==> src/rtl/uart_cmd_engine.sv <==
// rtl/uart_cmd_engine.sv - byte-framed arithmetic command engine
// Parses SOF/OP/A/B/EOF requests, computes, streams ACK/OP/R/STATUS/EOF back.
module uart_cmd_engine #(
  parameter int         OPW = 1,
  parameter logic [7:0] SOF = 8'h0C,
  parameter logic [7:0] EOF = 8'h0A,
  parameter logic [7:0] ACK = 8'h20
) (
  input  logic       clk,
  input  logic       reset,
  input  logic       rx_valid,
  input  logic [7:0] rx_data,
  output logic [7:0] tx_data,
  output logic       tx_valid,
  input  logic       tx_ready,
  output logic       busy,
  output logic       frame_done,
  output logic [7:0] err_cnt,
  output logic [7:0] drop_cnt
);

  localparam int         NB   = 2*OPW + 1;
  localparam int         OW   = 8*OPW;
  localparam int         RW   = 16*OPW;
  localparam logic [3:0] LEN  = 4'(NB);
  localparam logic [3:0] LAST = 4'(2*OPW + 3);

  typedef enum logic [1:0] {IDLE, RECV, EXEC, SEND} state_t;

  state_t          r_state, w_next;
  logic [7:0]      r_buf [NB];
  logic [3:0]      r_cnt;
  logic [3:0]      r_tx_idx;
  logic [RW-1:0]   r_res;
  logic [7:0]      r_status;
  logic [7:0]      r_op_out;
  logic            r_frame_done;
  logic [7:0]      r_err_cnt;
  logic [7:0]      r_drop_cnt;

  logic [OW-1:0]   w_a, w_b;
  logic [RW-1:0]   w_res;
  logic [7:0]      w_status;
  logic [7:0]      w_op;
  logic            w_hs;

  assign w_hs       = (r_state == SEND) && tx_ready;
  assign tx_valid   = (r_state == SEND);
  assign busy       = (r_state != IDLE);
  assign frame_done = r_frame_done;
  assign err_cnt    = r_err_cnt;
  assign drop_cnt   = r_drop_cnt;

  always_ff @(posedge clk) begin
    if (reset) r_state <= IDLE;
    else       r_state <= w_next;
  end

  always_comb begin
    w_next = r_state;
    case (r_state)
      IDLE: if (rx_valid && rx_data == SOF) w_next = RECV;
      RECV: begin
        if (rx_valid) begin
          if (rx_data == SOF)      w_next = RECV;
          else if (rx_data == EOF) w_next = EXEC;
          else if (r_cnt == LEN)   w_next = IDLE;
        end
      end
      EXEC: w_next = SEND;
      SEND: if (w_hs && r_tx_idx == LAST) w_next = IDLE;
      default: w_next = IDLE;
    endcase
  end

  // Operands are stored MSB first right after the OP byte.
  always_comb begin
    w_a = '0;
    w_b = '0;
    for (int i = 0; i < OPW; i++) begin
      w_a[8*(OPW-1-i) +: 8] = r_buf[1+i];
      w_b[8*(OPW-1-i) +: 8] = r_buf[1+OPW+i];
    end
  end

  // Length error dominates; OP is only trustworthy if at least one byte arrived.
  always_comb begin
    w_res    = '0;
    w_status = 8'h00;
    w_op     = (r_cnt != 4'd0) ? r_buf[0] : 8'h00;
    if (r_cnt != LEN) begin
      w_status = 8'h03;
    end else begin
      case (r_buf[0])
        8'h01: w_res = RW'(w_a) + RW'(w_b);
        8'h02: w_res = RW'(w_a) - RW'(w_b);
        8'h03: w_res = RW'(w_a) * RW'(w_b);
        8'h04: begin
          if (w_b == '0) begin
            w_res    = '1;
            w_status = 8'h02;
          end else begin
            w_res = {w_a / w_b, w_a % w_b};
          end
        end
        default: w_status = 8'h01;
      endcase
    end
  end

  always_comb begin
    tx_data = 8'h00;
    if (r_state == SEND) begin
      if (r_tx_idx == 4'd0)                 tx_data = ACK;
      else if (r_tx_idx == 4'd1)            tx_data = r_op_out;
      else if (r_tx_idx == LAST - 4'd1)     tx_data = r_status;
      else if (r_tx_idx == LAST)            tx_data = EOF;
      for (int j = 0; j < 2*OPW; j++)
        if (r_tx_idx == 4'(j + 2)) tx_data = r_res[RW-1-8*j -: 8];
    end
  end

  always_ff @(posedge clk) begin
    if (reset) begin
      r_cnt        <= 4'd0;
      r_tx_idx     <= 4'd0;
      r_res        <= '0;
      r_status     <= 8'h00;
      r_op_out     <= 8'h00;
      r_frame_done <= 1'b0;
      r_err_cnt    <= 8'h00;
      r_drop_cnt   <= 8'h00;
    end else begin
      r_frame_done <= 1'b0;
      case (r_state)
        IDLE: if (rx_valid && rx_data == SOF) r_cnt <= 4'd0;
        RECV: begin
          if (rx_valid) begin
            if (rx_data == SOF) begin
              r_cnt <= 4'd0;
            end else if (rx_data != EOF && r_cnt != LEN) begin
              for (int i = 0; i < NB; i++)
                if (r_cnt == 4'(i)) r_buf[i] <= rx_data;
              r_cnt <= r_cnt + 4'd1;
            end
          end
        end
        EXEC: begin
          r_res    <= w_res;
          r_status <= w_status;
          r_op_out <= w_op;
          r_tx_idx <= 4'd0;
          if (rx_valid && r_drop_cnt != 8'hFF) r_drop_cnt <= r_drop_cnt + 8'd1;
        end
        SEND: begin
          if (rx_valid && r_drop_cnt != 8'hFF) r_drop_cnt <= r_drop_cnt + 8'd1;
          if (w_hs) begin
            if (r_tx_idx == LAST) begin
              r_frame_done <= 1'b1;
              if (r_status != 8'h00 && r_err_cnt != 8'hFF) r_err_cnt <= r_err_cnt + 8'd1;
            end else begin
              r_tx_idx <= r_tx_idx + 4'd1;
            end
          end
        end
        default: ;
      endcase
    end
  end

endmodule

==> config.mk <==
export PLATFORM = sky130hd
export DESIGN_NAME = uart_cmd_engine
export DESIGN_NICKNAME = d
export VERILOG_FILES = /design/src/rtl/uart_cmd_engine.sv
export SDC_FILE = /design/constraint.sdc
export NUM_CORES = 1
export LEC_CHECK = 0
export ABC_AREA = 1
export BUFFER_PORTS_ARGS = -buffer_cell sky130_fd_sc_hd__buf_2
export CAP_MARGIN = 20
export CORE_MARGIN = 2
export CORE_UTILIZATION = 60
export CTS_CLUSTER_DIAMETER = 150
export DETAILED_ROUTE_END_ITERATION = 8
export GPL_ROUTABILITY_DRIVEN = 1
export PLACE_DENSITY_LB_ADDON = 0.1
export SLEW_MARGIN = 0
export SYNTH_ARGS = -nofsm -noshare
export SYNTH_HDL_FRONTEND = slang
export SYNTH_SLANG_ARGS = --single-unit
==> constraint.sdc <==
create_clock -name clk -period 16.4 [get_ports clk]
set_input_delay 0.82 -clock clk [delete_from_list [all_inputs] [get_ports clk]]
set_output_delay 0.82 -clock clk [all_outputs]
set_load 0.01 [all_outputs]
Word-level counts from Yosys, hierarchy flattened
Memory sizes are Yosys's and may differ from the RTL's.
Index checks and enable logic that the tools add are counted.
{"block": "word_totals", "mem_bits_rw": 24, "inputBits": 12, "mem_count": 1, "output_inout_bits": 27, "register_bits": 59}
{"block": "op_classes", "n_reduce_logical": 25, "eq_ne": 28, "add_sub_neg": 6, "mul": 1, "bitwise_logic": 2, "n_div": 2, "mux": 57}
{"memory": "r_buf", "depth": 3, "width": 8, "read_ports": 3, "rd_ports_with_merged_regs": 0, "wr": 1, "line": "31", "rtl": "logic [7:0] r_buf [NB];"}
{"operator": "$mux 8", "count": 9}
{"operator": "$pmux 16 s4", "count": 1}
{"operator": "$mux 16", "count": 2}
{"operator": "$mux 4", "count": 7}
{"operator": "$mux 1", "count": 24}
{"operator": "$mux 2", "count": 10}
{"operator": "$add 8x1->8 const B", "count": 2}
{"operator": "$eq 4x2->1 const B", "count": 4}
{"operator": "$eq 8x2->1 const B", "count": 2}
{"operator": "$eq 8x4->1 const B", "count": 2}
{"operator": "$mul 8x8->16", "count": 1}
{"operator": "$ne 8x8->1 const B", "count": 2}
{"operator": "$pmux 4 s2", "count": 2}
{"operator": "$reduce_or 8->1", "count": 2}
{"operator": "$reduce_and 4->1", "count": 3}
{"operator": "$add 8x8->9", "count": 1}
{"operator": "$sub 8x8->9", "count": 1}
{"operator": "$add 4x1->4 const B", "count": 2}
{"operator": "$div 8x8->8", "count": 1}
{"operator": "$eq 4x1->1 const B", "count": 2}
{"operator": "$eq 4x3->1 const B", "count": 2}
{"operator": "$eq 8x1->1 const B", "count": 1}
{"operator": "$eq 8x3->1 const B", "count": 1}
{"operator": "$logic_not 4->1", "count": 2}
{"operator": "22 further kinds", "count": 35}

Logic depth before layout (Yosys ltp)
Gate-level depths: netlist (run 1).
{"block": "depth", "depth_word": 11, "mapped_depth": 76, "mapped_depth_nobuf": 75}

Worst setup path after synthesis (run 1)
Ideal clock, no wire load.
{"block": "synth_timing", "path_type": "register to register", "startpoint": "memory r_buf[2][0] (netlist: r_buf[0][16])", "endpoint": "register r_res[4]", "synth_period_minus_slack_ps": 8890, "stages_incl_launch_ff": 72, "required_ps": 16288, "path_slack_ps": 7510, "setup_ps": 112, "arrival_time_ps": 8778, "path_buffers": 0, "cell_sequence": "edfxtp_1 > inv_1 > ha_1 > o21ai_0 > o21bai_2 > nand2_1 > inv_1 > ha_1 > o21ai_0 > nand2_1 > nand3_4 > inv_2 > nand2_1 > o21ai_2 > inv_1 > ha_1 > inv_1 > o21bai_2 > (+36 left out) > nand2_1 > or2_2 > nand2_1 > nand2_1 > a21oi_1 > xor2_1 > nand2_1 > and2_1 > ha_1 > a21oi_1 > o21a_1 > nand3_1 > inv_1 > o21ai_0 > a211oi_1 > o21ai_1 > nand2_1 > nand2_1"}
{"item": "start: declaration", "line": "31"}
{"item": "end signal: assignment", "line": "149", "rtl": "r_res <= w_res;"}
{"item": "end: declaration", "line": "34", "rtl": "logic [RW-1:0] r_res;"}

==> results of run 1 <==
==> worst paths after layout <==
kind | start | end | slack [ns] | cells after the start
max reg2reg | r_buf[0][16] | r_res[2] | 5.99 | 71
min reg2reg | r_res[6] | r_res[6] | 0.45 | 2
max | r_buf[0][16] | r_res[2] | 5.99 | 71
min | r_res[6] | r_res[6] | 0.45 | 2
==> final cells by class <==
cell class	count	area [um2]	area share (%)
Tap cell	180	225	2.51
Multi-Input combinational cell	833	5630	62.8
Sequential cell	77	1780	19.8
Timing Repair Buffer	42	220	2.45
Inverter	216	818	9.12
Clock buffer	9	225	2.51
Clock inverter	7	72.6	0.808
==> through the flow <==
stage / worst slack [ns] / utilization, %
finish: 5.99 / 65.2
global route: 4.99 / 65.2
CTS: 6.11 / 65.1
detailed placement: 6.18 / 62.9
global placement: 6.47 / 62.9
floorplan: 7.51 / -
==> critical path: cells and delay by family, from the launching register on <==
kind            cells  cell delay (ns)
simple gates       38             3.99
fa+ha+maj           8             2.46
compound gates     13             1.90
buf+inv            11             1.11
flops               1             0.64
xor+xnor            1             0.16
==> flip-flops by register name (all words and copies together) (netlist names), named ones only <==
name	cells
r_buf	24
r_op_out	8
r_cnt	4
r_state	1
frame_done	1
err_cnt	8
drop_cnt	8
r_res	16
r_tx_idx	4
r_status	2
==> kinds of logic after synthesis <==
logic type | count (synthesis) | share of synthesized area (%)
and+or+nand+nor | 463 | 25.5
DFF | 77 | 21.3
buffers and inverters | 243 | 11.5
xor gates and xnor gates | 24 | 2.51
AOI/OAI and AO/OA | 206 | 14.8
adders and majority gates | 140 | 24.4
==> metal layers <==
| layer | wire (um) | part of all wire, % |
|---|---|---|
| met1 | 10200 | 45 |
| met5 | 0 | 0 |
| met4 | 720 | 3.2 |
| met2 | 10100 | 45 |
| met3 | 1480 | 6.6 |
==> where the power goes <==
part / total [W] / switching (W) / internal, W
sequential: 0.000196 / 0.0000000781 / 0.000196
clock: 0.000201 / 0.0000825 / 0.000119
combinational: 0.00000716 / 0.00000533 / 0.00000183
==> cell usage in the layout, fill, tap and decap left out, types with 12 or more instances in the layout <==
cell      netlist  layout
dfxtp_1        53      53
ha_1          101     101
nor3_1         22      22
nand3_1        51      51
a21oi_1        72      72
nand2_1       244     244
nor2_1         80      80
fa_1           39      39
edfxtp_1       24      24
a31oi_1        12      12
inv_1         205     205
o21ai_0        59      59
xor2_1         19      19
buf_2           5      38
==> run metrics, run 1 <==
Final Cell Area 0.00898 mm2; Routed wire per std cell 16.5 um; postcts setup bufs 0; TritonCTS Sinks 77; CTS Root Cell clkbuf_16; Starting Density 60.8%; total CTS buffers 9; initial antenna violation count 0; DIE WIDTH 122 um; DR vias/cell 5.62; Yosys cell types 57; vias in the first global route 7245; status finished clean; Layout fillers 1281; GRT Util Overall 31.2%; WS Path Type reg -> reg; M2 GR Usage 50.7%; post-synthesis sequential area ratio 21.3%; max incr delay on CP 0.64 ns; Hold Slack 0.451 ns; met1 Use GR 42.2%; largest net degree at the start of global routing 24; HPWL after DPL 17600 um; grt ovf 0; setup TNS 0 ns; Worst slew margin 46.8%; routability congestion estimate 0.997; fraction of layout cells with a size suffix above 1 10.5%; Cells after Synth 1153; VDD IR max 67.4 uV; initial DRC count 630; synth cell count leaders nand2_1 (244), inv_1 (205), ha_1 (101); IO Port Bufs 38; # hold bufs at CTS 0; Achievable Freq 0.0961 GHz; syn nets 1305; FP Rows 43; CTS tree done; skew final 0.0104 ns; Final Non-Filler Cells 1364; power per cell area 45.1 mW/mm2; Area contributors post-synth ha_1 (15%), dfxtp_1 (13%), nand2_1 (11%); Setup Viol. Count Final 0; min Tclk post-route 10.41 ns; grt peak-use layer met2; htree depth 3; dpl cell area 0.00866 mm2; DRC 0; slowest CP cell edfxtp_1; ANT nets after route 0; RSZ-0062 raised after global routing no; endpoints failing hold 0; Max FO, Critical Path 12; crit end category flop; post-synthesis register bit count 77; Synth Warn # 0; Required @ worst endpoint 16.62 ns; Hold Crit Class reg -> reg; worst-case clock buffer depth 2; ant diodes 0; met3 Usage GRT 5.15%; Max Slew Vio Count 0; startpoint types flop; first-pass GRT wire length 36200 um; synthesis-to-layout area growth 7.14%; Routed WL 22500 um; DIE HEIGHT 122 um; Worst-Margin Slew 0.798 ns; crit path DAT 10.62 ns; Synth area leader ha_1; post-synth top area share 15.1%; final period utilization 63.5%; Static Leak 4.61 nW; DR vias 7661; post-layout net count 1331; number of flops mapped to enable cells by yosys 24; Most common cell on crit path nand2_1; most common cell in the synthesized netlist nand2_1; synthesized area per cell 7.27 um2; post-cts sizing count 0; Mapped Area 0.00838 mm2; Worst-path clk slew 0.06 ns; drt pass-1 iters 5; Cells after DPL 1346; Max Cap Viol 0; Total Power 0.000405 W; worst-skew pair later-pin latency 0.34 ns; die area 0.0149 mm2; I/O pins 39; Core Footprint 0.0138 mm2; Post-synth ARST share 0%; Synth Flop Type dfxtp_1
Power figures use the tool's default switching activity.
==> inputs of run 2 (changes only) <==
Clock period 16.4 ns to 10.32 ns, I/O delays scaled along.
==> run metrics, run 2 (synthesized netlist as in run 1, its figures left out) <==
status finished clean; DR vias/cell 5.66 (+0.82%); Final Cell Area 0.00912 mm2 (+1.6%); startpoint types flop; final worst slack 0.725 ns (-5.27 ns); Worst-path clk slew 0.06 ns (about the same); VDD IR max 70.2 uV (+4.2%); Max Cap Viol 0 (unchanged); initial DRC count 710 (+13%); post-layout net count 1342 (+0.83%); Largest register FFs 24 (unchanged); GRT Util Overall 30.3% (-0.97 points); Core Footprint 0.0138 mm2 (unchanged); vias in the first global route 7125 (-1.7%); ant diodes 0 (unchanged); skew final 0.0122 ns (+0.00180 ns); routability congestion estimate 0.989 (-0.83%); largest registers r_buf (24), r_res (16); Top reg by flops r_buf; CTS tree done; Max FO, Critical Path 10 (-2); FP Rows 43 (unchanged); DIE HEIGHT 122 um (unchanged); worst-case clock buffer depth 2 (unchanged); endpoints failing hold 0 (unchanged); DIE WIDTH 122 um (unchanged); slowest CP cell edfxtp_1; Hold Crit Class in -> reg; power per cell area 70.0 mW/mm2 (+55%); FF/Latch Area 0.00178 mm2 (unchanged); total CTS buffers 9 (unchanged); synthesis-to-layout area growth 8.90%; largest net degree at the start of global routing 24 (unchanged); I/O pins 39 (unchanged); max incr delay on CP 0.43 ns (-0.21 ns); fraction of layout cells with a size suffix above 1 12.1% (+1.6 points); WS Path Type reg -> reg; Worst-Margin Slew 0.701 ns (-0.0969 ns); footprint of the multi-input gates 0.00569 mm2 (+1.0%); CTS Root Cell clkbuf_16; final period utilization 93.0% (+30 points); hold_sp rx_data[4]; RSZ-0062 raised after global routing no; IO Port Bufs 38 (unchanged); die area 0.0149 mm2 (unchanged); Starting Density 60.8% (unchanged); Worst slew margin 53.3% (+6.5 points); Hold Slack 0.412 ns (-0.0385 ns); critical path launch point r_buf[0][16]; first-pass GRT wire length 35100 um (-3.1%); leading cell type in the layout, fill and taps excluded nand2_1; Achievable Freq 0.104 GHz (+8.5%); pre-CTS setup slack 0.395 ns (-5.78 ns); Layout fillers 1250 (-2.4%); setup TNS 0 ns (unchanged); Routed WL 22400 um (-0.74%); dpl cell area 0.00872 mm2 (+0.69%); initial antenna violation count 1 (+1); Most common cell on crit path nand2_1; commonest cells after routing, fill and taps aside nand2_1 (243), inv_1 (203), ha_1 (100); Crit Reg-Reg Startpoint r_buf[0][16]; Required @ worst endpoint 10.60 ns (-6.02 ns); Routed wire per std cell 16.3 um (-1.5%); grt ovf 0 (unchanged); htree depth 3 (unchanged); HPWL after DPL 17500 um (-0.62%); crit path DAT 9.87 ns (-0.75 ns); Setup Viol. Count Final 0 (unchanged); drt pass-1 iters 6 (+1); Static Leak 4.67 nW (+1.3%); TritonCTS Sinks 77 (unchanged); DR vias 7786 (+1.6%); Max Slew Vio Count 0 (unchanged); DRC 0 (unchanged); crit end category flop; worst-skew pair later-pin latency 0.34 ns (about the same); ANT nets after route 0 (unchanged); min Tclk post-route 9.59 ns (-0.812 ns)
==> run 2: cell count changes in the layout (fill, tap and decap cells not counted), moves of 2 or more <==
cell        previous run  this run
a21oi_1               72        70
a21oi_2                0         2
buf_4                  2        13
clkbuf_1               0         2
clkinvlp_4             0         2
inv_1                205       203
inv_6                  2         0
o21ai_0               59        56
o21ai_2                6         8
==> run 2: metal layers <==
| metal | wire length, um | GRT usage [%] | part of all wire, % | vias up |
|---|---|---|---|---|
| met4 | 829 | 11.6 | 3.7 | 2 |
| met1 | 9540 | 40.0 | 43 | 3561 |
| met3 | 2070 | 6.84 | 9.2 | 64 |
| li1 | - | - | - | 3825 |
| met5 | 13 | 0 | 0.058 | - |
| met2 | 9910 | 48.2 | 44 | 334 |
==> run 2: metrics by stage <==
stage | total power, W | cells | util (%)
floorplan | 0.000324 | 1153 | -
global placement | 0.000330 | 1354 | 63.3
detailed placement | 0.000330 | 1354 | 63.3
CTS | 0.000641 | 1370 | 65.5
global route | 0.000654 | 1375 | 66.2
finish | 0.000639 | 1375 | 66.2
==> run 2: area by class of cell <==
cell class / count / share of cell area (%)
clock buffers: 12 / 2.70
inverters: 216 / 9.05
repair buffers: 53 / 3.32
well taps: 180 / 2.47
clock inverters: 4 / 0.549
flip-flops and latches: 77 / 19.5
multi-input cells: 833 / 62.4
==> run 2: repair_timing <==
item	CTS	global route
buffers inserted	0	3
setup endpoints to repair	0	9
gates resized for setup	0	19
hold buffers	0	0
==> run 2: worst paths after layout <==
| kind | to | slack (ns) | cells after the start |
|---|---|---|---|
| min | r_buf[0][20] | 0.41 | 1 |
| max | r_res[4] | 0.73 | 65 |
| max reg2reg | r_res[4] | 0.73 | 65 |
| min reg2reg | r_res[14] | 0.46 | 2 |
==> run 2: critical path: cells and delay by family (launching register included) <==
kind                     cells  cell delay (ns)
flip-flops                   1             0.43
AO/OA/AOI/OAI               16             2.12
buffers and inverters       11             1.00
AND/OR/NAND/NOR             30             3.49
adder cells (fa/ha/maj)      8             2.47
==> run 2: power by group <==
part | internal (W) | switching, W
combinational | 0.00000291 | 0.00000834
sequential | 0.000312 | 0.000000128
clock | 0.000194 | 0.000122
